[config.mk]
export PLATFORM = sky130hd
export DESIGN_NAME = xeng_ctrl
export DESIGN_NICKNAME = d
export VERILOG_FILES = /design/src/rtl/xeng_ctrl_pkg.sv /design/src/rtl/xeng_ctrl_xconf_queue.sv /design/src/rtl/xeng_ctrl.sv
export SDC_FILE = /design/constraint.sdc
export NUM_CORES = 1
export LEC_CHECK = 0
export ABC_AREA = 1
export CAP_MARGIN = 20
export CORE_AREA = 2 2 284 286
export CTS_BUF_LIST = sky130_fd_sc_hd__clkbuf_16
export DETAILED_ROUTE_END_ITERATION = 16
export DIE_AREA = 0 0 286 288
export PLACE_DENSITY = 0.62
export SLEW_MARGIN = 20
export SYNTH_ARGS = -nofsm -noshare
export SYNTH_HDL_FRONTEND = slang
export SYNTH_SLANG_ARGS = --single-unit
[constraint.sdc]
create_clock -name clk -period 16.95 [get_ports clk]
set_input_delay 1.695 -clock clk [delete_from_list [all_inputs] [get_ports clk]]
set_output_delay 1.695 -clock clk [all_outputs]
set_load 0.02 [all_outputs]
[src/rtl/xeng_ctrl_pkg.sv]
// Shared definitions for the xeng_ctrl front-end: control-space offsets,
// CTRL/status bit positions, FSM state encoding and an index-width helper.
package xeng_ctrl_pkg;

    localparam logic [1:0] OFF_CTRL = 2'd0;
    localparam logic [1:0] OFF_CLR  = 2'd1;
    localparam logic [1:0] OFF_CYC  = 2'd2;

    localparam int CTRL_RUN   = 0;
    localparam int CTRL_ABORT = 1;

    localparam int ST_DONE = 0;
    localparam int ST_BUSY = 1;
    localparam int ST_PEND = 2;
    localparam int ST_OVF  = 3;

    typedef enum logic [1:0] {
        S_IDLE  = 2'd0,
        S_START = 2'd1,
        S_WAIT  = 2'd2
    } xeng_state_t;

    function automatic int idx_w(input int n);
        return (n > 1) ? $clog2(n) : 1;
    endfunction

endpackage

[src/rtl/xeng_ctrl_xconf_queue.sv]
// Two-slot configuration buffer: active slot drives the FUs, one pending slot.
// Ports: push/pop/flush/idle/clr_ovf controls, cfg_in, active, pending, overflow.
module xeng_ctrl_xconf_queue
    import xeng_ctrl_pkg::*;
#(
    parameter int CONF_BITS = 256
) (
    input  logic                 clk,
    input  logic                 rst,
    input  logic                 push,
    input  logic                 pop,
    input  logic                 flush,
    input  logic                 idle,
    input  logic                 clr_ovf,
    input  logic [CONF_BITS-1:0] cfg_in,
    output logic [CONF_BITS-1:0] active,
    output logic                 pending,
    output logic                 overflow
);

    logic [CONF_BITS-1:0] slot;

    // push decisions use the pre-edge pending flag, so a push that
    // coincides with a pop is still judged against the old occupancy
    always_ff @(posedge clk or posedge rst) begin
        if (rst) begin
            active   <= '0;
            slot     <= '0;
            pending  <= 1'b0;
            overflow <= 1'b0;
        end else begin
            if (clr_ovf)
                overflow <= 1'b0;
            if (flush) begin
                pending <= 1'b0;
            end else begin
                if (pop) begin
                    active  <= slot;
                    pending <= 1'b0;
                end
                if (push) begin
                    if (pending) begin
                        overflow <= 1'b1;
                    end else if (idle) begin
                        active <= cfg_in;
                    end else begin
                        slot    <= cfg_in;
                        pending <= 1'b1;
                    end
                end
            end
        end
    end

endmodule

[src/rtl/xeng_ctrl.sv]
// Data-engine control front-end: host decode, run queue, run FSM, status.
// Ports: clk, rst, host valid/we/addr/rdata(in)/wdata(out), mem_valid,
// mem_rdata, fu_done, config_bus, config_out, run.
// Option: XENG_CYCLE_CNT_EN adds a WAIT-cycle counter readable at CYC.
module xeng_ctrl
    import xeng_ctrl_pkg::*;
#(
    parameter int DATA_W     = 32,
    parameter int DATAPATH_W = 32,
    parameter int N_MEM      = 4,
    parameter int MEM_ADDR_W = 10,
    parameter int N_DONE     = 4,
    parameter int CONF_BITS  = 256,
    parameter int DONE_GUARD = 2,
    localparam int N_MEM_W   = idx_w(N_MEM),
    localparam int AW        = N_MEM_W + MEM_ADDR_W + 1
) (
    input  logic                        clk,
    input  logic                        rst,
    input  logic                        valid,
    input  logic                        we,
    input  logic [AW-1:0]               addr,
    input  logic [DATA_W-1:0]           rdata,
    output logic [DATA_W-1:0]           wdata,
    output logic [N_MEM-1:0]            mem_valid,
    input  logic [N_MEM*DATAPATH_W-1:0] mem_rdata,
    input  logic [N_DONE-1:0]           fu_done,
    input  logic [CONF_BITS-1:0]        config_bus,
    output logic [CONF_BITS-1:0]        config_out,
    output logic                        run
);

    localparam int GW = $clog2(DONE_GUARD + 2);

    xeng_state_t state, state_nxt;

    logic [GW-1:0]      guard;
    logic               busy, pending, overflow, idle;
    logic               ctrl_sp, host_wr, ctrl_wr;
    logic               abort, run_req, clr_ovf, complete, pop;
    logic [N_MEM_W-1:0] mem_idx, rd_idx;
    logic [1:0]         off, rd_off;
    logic               rd_pend, rd_ctrl;
    logic [DATAPATH_W-1:0] mem_word;
    logic [DATA_W-1:0]  mem_ext, ctrl_val, cyc_val;
    logic [3:0]         status;
    logic               unused_bits;

    assign ctrl_sp  = addr[AW-1];
    assign mem_idx  = addr[AW-2 -: N_MEM_W];
    assign off      = addr[1:0];
    assign host_wr  = valid & we & ctrl_sp;
    assign ctrl_wr  = host_wr & (off == OFF_CTRL);
    assign abort    = ctrl_wr & rdata[CTRL_ABORT];
    assign run_req  = ctrl_wr & rdata[CTRL_RUN] & ~rdata[CTRL_ABORT];
    assign clr_ovf  = host_wr & (off == OFF_CLR);
    assign idle     = (state == S_IDLE);
    assign complete = (state == S_WAIT) & (guard == '0) & (&fu_done);
    // a pending config left over in IDLE (queued in the completion cycle)
    // is launched from IDLE, costing at most one idle cycle
    assign pop      = ~abort & pending & (idle | complete);

    assign unused_bits = ^{rdata[DATA_W-1:2], addr[MEM_ADDR_W-1:2]};

    always_comb begin
        mem_valid = '0;
        for (int i = 0; i < N_MEM; i++)
            mem_valid[i] = valid & ~ctrl_sp & (mem_idx == N_MEM_W'(i));
    end

    xeng_ctrl_xconf_queue #(
        .CONF_BITS (CONF_BITS)
    ) u_queue (
        .clk      (clk),
        .rst      (rst),
        .push     (run_req),
        .pop      (pop),
        .flush    (abort),
        .idle     (idle),
        .clr_ovf  (clr_ovf),
        .cfg_in   (config_bus),
        .active   (config_out),
        .pending  (pending),
        .overflow (overflow)
    );

    always_ff @(posedge clk or posedge rst) begin
        if (rst)
            state <= S_IDLE;
        else
            state <= state_nxt;
    end

    always_comb begin
        state_nxt = state;
        unique case (state)
            S_IDLE:  if (run_req | pending) state_nxt = S_START;
            S_START: state_nxt = S_WAIT;
            S_WAIT:  if (complete) state_nxt = pending ? S_START : S_IDLE;
            default: state_nxt = S_IDLE;
        endcase
        if (abort)
            state_nxt = S_IDLE;
    end

    always_comb begin
        run  = (state == S_START);
        busy = (state == S_START) | (state == S_WAIT);
    end

    // masks stale done flags left high from the previous run
    always_ff @(posedge clk or posedge rst) begin
        if (rst)
            guard <= '0;
        else if (state == S_START)
            guard <= GW'(DONE_GUARD);
        else if (state == S_WAIT && guard != '0)
            guard <= guard - GW'(1);
    end

`ifdef XENG_CYCLE_CNT_EN
    logic [31:0] cyc_cnt;

    always_ff @(posedge clk or posedge rst) begin
        if (rst)
            cyc_cnt <= '0;
        else if (state == S_START)
            cyc_cnt <= '0;
        else if (state == S_WAIT)
            cyc_cnt <= cyc_cnt + 32'd1;
    end

    assign cyc_val = DATA_W'(cyc_cnt);
`else
    assign cyc_val = '0;
`endif

    always_ff @(posedge clk or posedge rst) begin
        if (rst) begin
            rd_pend <= 1'b0;
            rd_ctrl <= 1'b0;
            rd_idx  <= '0;
            rd_off  <= '0;
        end else begin
            rd_pend <= valid & ~we;
            if (valid & ~we) begin
                rd_ctrl <= ctrl_sp;
                rd_idx  <= mem_idx;
                rd_off  <= off;
            end
        end
    end

    always_comb begin
        status          = '0;
        status[ST_DONE] = ~busy & ~pending;
        status[ST_BUSY] = busy;
        status[ST_PEND] = pending;
        status[ST_OVF]  = overflow;
    end

    // memory data arrives the cycle after the access, so the lane is
    // picked from the registered index; unmatched index reads 0
    always_comb begin
        mem_word = '0;
        for (int i = 0; i < N_MEM; i++)
            if (rd_idx == N_MEM_W'(i))
                mem_word = mem_rdata[(N_MEM-1-i)*DATAPATH_W +: DATAPATH_W];
        mem_ext = {DATA_W{mem_word[DATAPATH_W-1]}};
        mem_ext[DATAPATH_W-1:0] = mem_word;
    end

    always_comb begin
        ctrl_val = '0;
        case (rd_off)
            OFF_CTRL: ctrl_val = DATA_W'(status);
            OFF_CYC:  ctrl_val = cyc_val;
            default:  ctrl_val = '0;
        endcase
    end

    always_comb begin
        wdata = '0;
        if (rd_pend)
            wdata = rd_ctrl ? ctrl_val : mem_ext;
    end

endmodule
* After elaboration in Yosys (flattened, before gate mapping)
Index checks and enable logic that the tools add are counted.
Cells by class: add/sub/neg operators 1, eq/ne operators 11, mux-type cells 27, bitwise operators 28, reductions and logical operators 12
Operators with widths (count):
- 256-bit two-way mux | 4
- 32-bit two-way mux | 6
- 1-bit bitwise AND | 18
- 2-bit logical NOT | 6
- 2-bit equality test (second input constant) | 5
- 1-bit two-way mux | 10
- 2-bit two-way mux | 5
- 2-bit by 1-bit equality test with 1-bit output (second input constant) | 4
- 4-bit AND reduction | 2
- 1-bit inverter | 7
- 2-bit case mux with 3 select lines | 1
- 4-bit two-way mux | 1
- 2-bit nonzero test | 2
- 3-bit by 1-bit inequality test with 1-bit output (second input constant) | 1
- 3-bit inequality test (second input constant) | 1
- 1-bit OR | 3
- 2-bit AND reduction | 1
- 2-bit by 1-bit subtractor with 2-bit output (second input constant) | 1
- 1-bit logical AND | 1
Storage, ports and cells: bits in registers 524, input bits 437, output and inout port bits 293, word-level logic and storage cells 89

* Depth between registers and ports, before layout
Gate-level depths: netlist of the first run.
word-level depth 12, mapped depth 13, gate-level depth less buffers 11

* Modules after synthesis
A second synthesis of the first run with hierarchy kept.
Unflattened totals: cell total of the unflattened synthesis 3654, area total of the unflattened synthesis 26805.7 sq um
Modules (own cells, without submodules):
- xeng_ctrl_xconf_queue | times used 1, cells each 3342, area each 25050.3 sq um, seq. area each 12862.3 sq um
- xeng_ctrl | times used 1, cells each 312, area each 1755.4 sq um, seq. area each 250.2 sq um

* Least setup slack after synthesis of the first run
Ideal clock, no wire load.
path type input port to output port, from in addr[12], to out mem_valid[0], arrival 2.284 ns, data required time 15.255 ns, setup slack 12.971 ns, stages 3, path buffers 0, cell sequence inv_1 -> nand2_1 -> nor3_1
Between the ends: word-level cells in the longest chain between the ends 3
Ends and longest elaborated chain:
- start: declaration | RTL line xeng_ctrl.sv:22 | input logic [AW-1:0] addr,
- 1-bit inverter | RTL line xeng_ctrl.sv:68 | mem_valid[i] = valid & ~ctrl_sp & (mem_idx == N_MEM_W'(i));
- 1-bit bitwise AND (2 in series) | RTL line xeng_ctrl.sv:68
- end: declaration | RTL line xeng_ctrl.sv:25 | output logic [N_MEM-1:0] mem_valid,
No other way between the ends.

* Worst setup path after layout of the first run
from in addr[12], to reg u_queue.active[91]
Between the ends: word-level cells in the longest chain between the ends 10, elaborated cells on any way between the ends 12, those cells by class 4 x mux; 8 x bitwise
Ends and longest elaborated chain:
- 1-bit bitwise AND * | RTL line xeng_ctrl.sv:52 | assign host_wr = valid & we & ctrl_sp;
- 1-bit bitwise AND * | RTL line xeng_ctrl.sv:53 | assign ctrl_wr = host_wr & (off == OFF_CTRL);
- 1-bit bitwise AND | RTL line xeng_ctrl.sv:54 | assign abort = ctrl_wr & rdata[CTRL_ABORT];
- 1-bit inverter | RTL line xeng_ctrl.sv:61 | assign pop = ~abort & pending & (idle | complete);
- 1-bit bitwise AND (2 in series) | RTL line xeng_ctrl.sv:61
- 256-bit two-way mux | RTL line xeng_ctrl_xconf_queue.sv:37 | if (pop) begin
- 256-bit two-way mux | RTL line xeng_ctrl_xconf_queue.sv:44 | end else if (idle) begin
- 256-bit two-way mux | RTL line xeng_ctrl_xconf_queue.sv:42 | if (pending) begin
- 256-bit two-way mux | RTL line xeng_ctrl_xconf_queue.sv:41 | if (push) begin
- end signal: assignment | RTL line xeng_ctrl_xconf_queue.sv:38 | active <= slot;
- end signal: assignment | RTL line xeng_ctrl_xconf_queue.sv:45 | active <= cfg_in;
- end: declaration | RTL line xeng_ctrl_xconf_queue.sv:16 | output logic [CONF_BITS-1:0] active,
Every way passes the cells marked *; elsewhere a longest branch is shown, timed or not. A chain may end at the register's enable or synchronous reset.

==> results.txt, run 1 <==
----------------------------------------------------
[Logic synthesis]
  Count of yosys warnings during synthesis ... 0
  Main flop type after synthesis ... dfrtp_1
  Top cells by area, synth ... dfrtp_1 47%, nand2_1 19%, nand3_1 6.7%
  Top cell types by occurrence after synthesis ... 1412 x nand2_1, 524 x dfrtp_1, 467 x inv_1
  Number of enable flip-flop cells after synthesis ... 0
  Library cell occupying the most area in the post-synthesis netlist ... dfrtp_1
  Average size of a mapped cell ... 7.15 µm²
  Netlist area before placement ... 27900 µm²
  Sequential area share after synthesis ... a little under half
  Syn_nets ... 4353
  Post-synthesis sequential element count ... 524
  Share of the synthesized area in the top cell type ... 46.9%
  Most repeated cell in the gate-level netlist after synthesis ... nand2_1
  Count of distinct cell types in the synthesized netlist ... 32
  Number of instances in the synthesized netlist ... ~3.9k
  Async set-reset flop share out of synthesis ... between 90% and 100%

[Min path]
  Hold path start ... u_queue.slot[245]
  Worst hold endpoint ... u_queue.slot[245]
  Worst hold path class ... flip-flop to flip-flop
  Cell count of the worst hold path ... 2

[Final layout]
  Layout cells sized above 1 ... 2.95%
  Post-synthesis to final-layout area growth ... 33.0%
  Layout net count ... 4830

[Setup path]
  Reg-to-reg critical path endpoint ... u_queue.active[169]
  Startpoint type of the worst setup path ... input port
  Reg-to-reg startpoint ... u_queue.pending
  Nature of the critical path endpoint ... flip-flop
  Worst path cell trace ... clkdlybuf4s50_1 > nand2_1 > nor2_4 > nand3_4 > buf_12 > nand3_4 > buf_4 > buf_4 > nand2_1 > nand3_1 > nand2_1 > nand2_1
  Critical path arrival ... 6.42 ns
  Crit path max-delay cell type ... buf_4
  Largest fanout on the critical path ... 207
  Data required time at the worst endpoint ... between 15 and 20 ns
  Cell type with the highest occurrence count on the critical path ... nand2_1
  Worst setup path category ... input port to flip-flop
  Worst R2R Setup Slack ... 12.18 ns
  Worst reg-to-reg path cell count ... 9
  Crit-path max cell delay ... 0.79 ns

[Route]
  Post-DRT Antenna Nets ... 0
  Routed via count ... approximately 27k
  Detailed-routing iteration count for the pre-antenna-repair pass ... 6
  Routed wire length ... between 90000 and 100000 µm
  Post-route DRC violation count ... 0
  Vias per std cell ... 4.96
  Violation count after the first detailed-routing iteration ... 2033
  Avg WL per Cell ... 17.6 µm

[Clock tree]
  Later-pin clock latency in the skew report ... between 0.6 and 0.7 ns
  Count of clock tree sinks ... 524
  CTS H-tree depth ... 2
  CTS buffer count ... 60
  Hold-fix buffer count after cts ... 0
  Clock input transition at the sequential cells of the worst setup and hold paths ... roughly 0.060 ns
  Maximum clock insertion buffer count ... 3
  Post-CTS setup buffer count ... 0
  Root buffer selected by CTS ... clkbuf_16
  Clock tree from TritonCTS ... built
  Cts repair resizes ... 0

[Outcome]
  Run status ... completed

[Floorplanning]
  Width of the die ... 286 µm
  Core area ... 79600 µm²
  Height of the die ... ~290 µm
  Number of rows created at floorplan ... 104
  Number of primary I/O pins ... 730
  Die outline area ... just over 80000 µm²
  Initial cell density of the core ... 35.1%

[STA]
  Worst Hold Margin ... 0.470 ns
  Number of endpoints with negative hold slack in the final report ... 0
  Tmin final ... 5.87 ns
  Worst slew margin ... 24.8%
  Setup TNS ... 0 ns
  Finish-stage setup viols ... 0
  Least-Margin Pin Slew ... ~1.1 ns
  F_max ... 170 MHz
  Final worst clock skew ... 0.0320 ns
  Fin. max-slew vios ... 0
  Final worst-path cycle share ... 34.6%
  Setup repair after global routing missed its margin ... false

[Placed design]
  Placed wire-length estimate after detailed placement ... 59000 µm
  Count of buffers from port buffering ... slightly below 700
  Final Wtd Congestion ... roughly 0.85

[Power and ir drop]
  Reported leakage power ... 0.0182 µW
  Power per Cell Area ... approximately 130 nW/µm²
  Peak supply drop ... 0.104 mV

[GRT]
  Antenna violations before repair ... 35
  GRT Total Usage ... 22.9%
  Number of global-route vias before repair ... 25.3k
  Remaining global-route overflow ... 0
  Largest net degree at the start of global routing ... 208
  First-pass GRT wire length ... about 150000 µm

[Flow run]
  Max-cap check violation count ... 0

----------------------------------------------------
layout make-up:
cell class | count | area, µm²
tap | 1060 | 1330
multi-input combinational | 2610 | 11800
clock inverter | 50 | 395
fill | 8085 | 42500
antenna | 19 | 47.5
inverter | 469 | 1780
sequential | 524 | 13100
timing repair buffer | 723 | 7180
clock buffer | 60 | 1500
logic make-up (layout without fill, tap and decap cells):
group,Yosys count,count (layout),share of synthesized area [%]
flops,524,524,46.9
buf+inv,777,1302,10.9
fa+ha+maj,5,5,0.224
compound gates,520,520,9.74
simple gates,2085,2085,32.2
other cells,0,19,0
power by group:
part	switching, µW	total, µW	internal, µW
Sequential	266	1880	1610
Clock	550	1270	717
Combinational	1090	1860	771
how the worst max path moves through the flow:
| stage | cells after the start | from | end | slack, ns |
|---|---|---|---|---|
| 2_1_floorplan | 1 | rst | guard[0] | 0.61 |
| 3_3_place_gp | 12 | addr[12] | u_queue.active[117] | 10.26 |
| 3_5_place_dp | 12 | addr[12] | u_queue.active[91] | 10.27 |
| 4_1_cts | 12 | addr[12] | u_queue.active[91] | 10.93 |
| 5_1_grt | 12 | addr[12] | u_queue.active[117] | 10.63 |
| 6_report | 12 | addr[12] | u_queue.active[91] | 11.08 |
stage by stage:
step	instances	cell area (µm²)	util, %	setup WS, ns	total power [µW]
3_3_place_gp	5386	35200	44.2	10.26	3740
3_5_place_dp	5386	35200	44.2	10.27	3770
2_1_floorplan	3911	27900	-	0.615	2850
6_report	5515	37200	46.7	11.08	5000
4_1_cts	5496	37100	46.6	10.93	5060
5_1_grt	5514	37200	46.7	10.63	5330
cell usage in the layout (no fill, tap or decap), types with 9 or more instances in the layout:
cell type / instances
buf_4: 30
a21oi_1: 17
clkbuf_16: 60
o221ai_1: 9
o21ai_0: 176
inv_1: 477
o211ai_1: 14
nand2_1: 1410
clkinv_1: 19
o21ai_1: 284
diode_2: 19
nor2_1: 23
dfrtp_1: 523
nand4_1: 256
clkinv_2: 11
clkdlybuf4s50_1: 691
nand3_1: 375
metal layers:
metal | vias to the layer above | part of all wire (%) | global-route usage, %
met2 | 768 | 46 | 35.9
met3 | 184 | 8.0 | 6.46
met4 | 24 | 3.6 | 9.61
met1 | 12800 | 42 | 29.6
met5 | - | 0.17 | 0
li1 | 13600 | - | -
sequential cells by signal (all words and copies together), names as in the netlist:
register          count
guard                 2
u_queue.active      256
rd_off                2
rd_idx                2
u_queue.overflow      1
rd_ctrl               1
state                 2
rd_pend               1
u_queue.pending       1
u_queue.slot        256
critical path: cells and delay by family:
family,cells,cell delay [ns]
buf+inv,4,2.57
simple gates,8,1.97
No activity file was read; power rests on OpenSTA's default activity.
==> run 2: changes to the inputs <==
--- a/config.mk
+++ b/config.mk
@@ -11,7 +11,7 @@
 export CTS_BUF_LIST = sky130_fd_sc_hd__clkbuf_16
 export DETAILED_ROUTE_END_ITERATION = 16
 export DIE_AREA = 0 0 286 288
-export PLACE_DENSITY = 0.62
+export PLACE_DENSITY = 0.6
 export SLEW_MARGIN = 20
 export SYNTH_ARGS = -nofsm -noshare
 export SYNTH_HDL_FRONTEND = slang
==> constraint.sdc (replaced) <==
create_clock -name clk -period 5.45 [get_ports clk]
set_input_delay 0.545 -clock clk [delete_from_list [all_inputs] [get_ports clk]]
set_output_delay 0.545 -clock clk [all_outputs]
set_load 0.02 [all_outputs]
==> run 2 against run 1 <==
Effect of this change:
- flip-flop and latch count unchanged
- final cell count increased by 0.15%
- critical path depth decreased by 6
- sequential power increased to 3.1 times the previous value
- power increased to 3.1 times the previous value
- via count increased by 0.39%
==> results.txt, run 2 (synthesis results as in run 1) <==
----------------------------------------------------
[Final layout]
  Post-synthesis to final-layout area growth ... 33.9%
  Area of the multi-input gates ... 11800 µm²
  Largest registers ... u_queue.active: 256 flops, u_queue.slot: 256 flops
  Register cell area after layout ... 13100 µm²
  Layout fillers ... 7978
  Most common cell after layout, fill and taps aside ... nand2_1
  Layout net count ... 4842
  Highest-count cells in the layout ignoring fill and taps ... 1411 x nand2_1, 691 x clkdlybuf4s50_1, 523 x dfrtp_1
  Final instance count without filler cells ... about 5.5k
  Layout cells sized above 1 ... 3.26%
  Share of the core filled with cells in the final layout ... 47.0%

[Floorplanning]
  Initial cell density of the core ... a little over a third
  Number of rows created at floorplan ... between 100 and 150
  Die outline area ... roughly 82000 µm²
  Height of the die ... 288 µm
  Width of the die ... about 290 µm
  Number of primary I/O pins ... 730
  Core area ... 79600 µm²

[Route]
  Post-DRT Antenna Nets ... 0
  Detailed-routing iteration count for the pre-antenna-repair pass ... 6
  Vias per std cell ... 4.97
  Avg WL per Cell ... 17.8 µm
  Violation count after the first detailed-routing iteration ... 2084
  Routed wire length ... roughly 100000 µm
  Routed via count ... 27.5k
  Post-route DRC violation count ... 0

[Setup path]
  Crit-path max cell delay ... around 0.71 ns
  Startpoint type of the worst setup path ... flip-flop
  Worst setup path category ... flip-flop to primary output
  Critical path buffer and inverter count ... 3
  Critical path arrival ... 3.75 ns
  Nature of the critical path endpoint ... primary output
  Cell family with the largest share of critical-path delay ... buffers and inverters
  Data required time at the worst endpoint ... a little under 5 ns
  Largest fanout on the critical path ... 20
  Worst path cell trace ... inv_1 > nor2_1 > inv_1 > o221ai_1 > a21oi_1 > clkdlybuf4s50_1
  Cell type with the highest occurrence count on the critical path ... inv_1
  Crit path max-delay cell type ... dfrtp_1

[Clock tree]
  Cts repair resizes ... 0
  Post-CTS setup buffer count ... 0
  CTS H-tree depth ... 2
  Clock tree from TritonCTS ... built
  CTS buffer count ... 59
  Clock input transition at the sequential cells of the worst setup and hold paths ... around 0.06 ns
  Later-pin clock latency in the skew report ... 0.64 ns
  Hold-fix buffer count after cts ... 0
  Maximum clock insertion buffer count ... 3
  Count of clock tree sinks ... 524
  Root buffer selected by CTS ... clkbuf_16

[GRT]
  Remaining global-route overflow ... 0
  GRT Total Usage ... 23.1%
  Largest net degree at the start of global routing ... 207
  Antenna violations before repair ... 26
  First-pass GRT wire length ... ~150000 µm
  Number of global-route vias before repair ... approximately 25k

[Placed design]
  Count of buffers from port buffering ... 691
  Final Wtd Congestion ... slightly below 0.9
  Placed wire-length estimate after detailed placement ... 60700 µm
  Inst Count DP ... approximately 5.4k

[Power and ir drop]
  Power per Cell Area ... between 400 and 500 nW/µm²
  Post-layout power ... 15600 µW
  Reported leakage power ... 0.0184 µW
  Peak supply drop ... 0.273 mV

[STA]
  Fin. max-slew vios ... 0
  Worst slew margin ... 23.8%
  Finish-stage setup viols ... 0
  Final worst-path cycle share ... 78.7%
  Least-Margin Pin Slew ... 1.14 ns
  Setup TNS ... 0 ns
  Tmin final ... about 4.3 ns
  Final worst clock skew ... 0.0518 ns
  Number of endpoints with negative hold slack in the final report ... 0
  Setup repair after global routing missed its margin ... false
  F_max ... 233 MHz

[Min path]
  Worst hold path class ... input port to asynchronous set/reset pin

[Outcome]
  Run status ... completed

[Flow run]
  Max-cap check violation count ... 0

----------------------------------------------------
==> run 2: worst paths after layout <==
path,cells after the start,startpoint,slack (ns),to
worst min register to register,2,u_queue.slot[184],0.47,u_queue.slot[184]
worst max register to register,13,state[0],2.01,u_queue.active[58]
max in group asynchronous,3,rst,3.79,u_queue.pending
worst min-delay path,2,rst,0.41,u_queue.slot[41]
worst max-delay path,6,rd_idx[1],1.16,wdata[23]
min in group clk,2,u_queue.slot[184],0.47,u_queue.slot[184]
==> run 2: worst register-to-register path: stages (launching register included) <==
cell     delay, ns
dfrtp_1       0.37
inv_1         0.09
ha_1          0.24
nand2_1       0.07
nor2_1        0.04
nand2_1       0.16
nand2_8       0.38
nand3_4       0.22
buf_4         0.71
buf_4         0.76
nand2_1       0.15
nand3_1       0.11
nand2_1       0.07
nand2_1       0.05
==> run 2: layer usage <==
metal  part of all wire, %  track usage, %  wire [µm]  vias up
met5                  0.14               0        133        -
li1                      -               -          -    13600
met3                   7.8            6.14       7650      154
met4                   2.7            7.34       2670       20
met2                    47            37.2      46600      834
met1                    42            30.4      41300    12900
==> run 2: power by group <==
part / internal (µW) / leakage [µW] / switching, µW
clock: 2190 / 0.000963 / 1700
combinational: 2440 / 0.0103 / 3430
sequential: 5010 / 0.00707 / 838
==> run 2: area by class of cell <==
class	count	area share [%]
flip-flops and latches	524	35.0
multi-input cells	2610	31.6
repair buffers	736	20.0
inverters	469	4.73
clock buffers	59	3.94
well taps	1060	3.54
clock inverters	49	0.989
diodes	16	0.107
==> run 2: per-stage QoR <==
step           hold slack (ns)  instance area, µm²  setup slack [ns]
2_1_floorplan            0.441               27900             -2.22
3_3_place_gp             0.453               35500              1.62
3_5_place_dp             0.458               35500              1.57
4_1_cts                  0.389               37400              1.12
5_1_grt                  0.471               37400              1.05
6_report                 0.409               37400              1.16
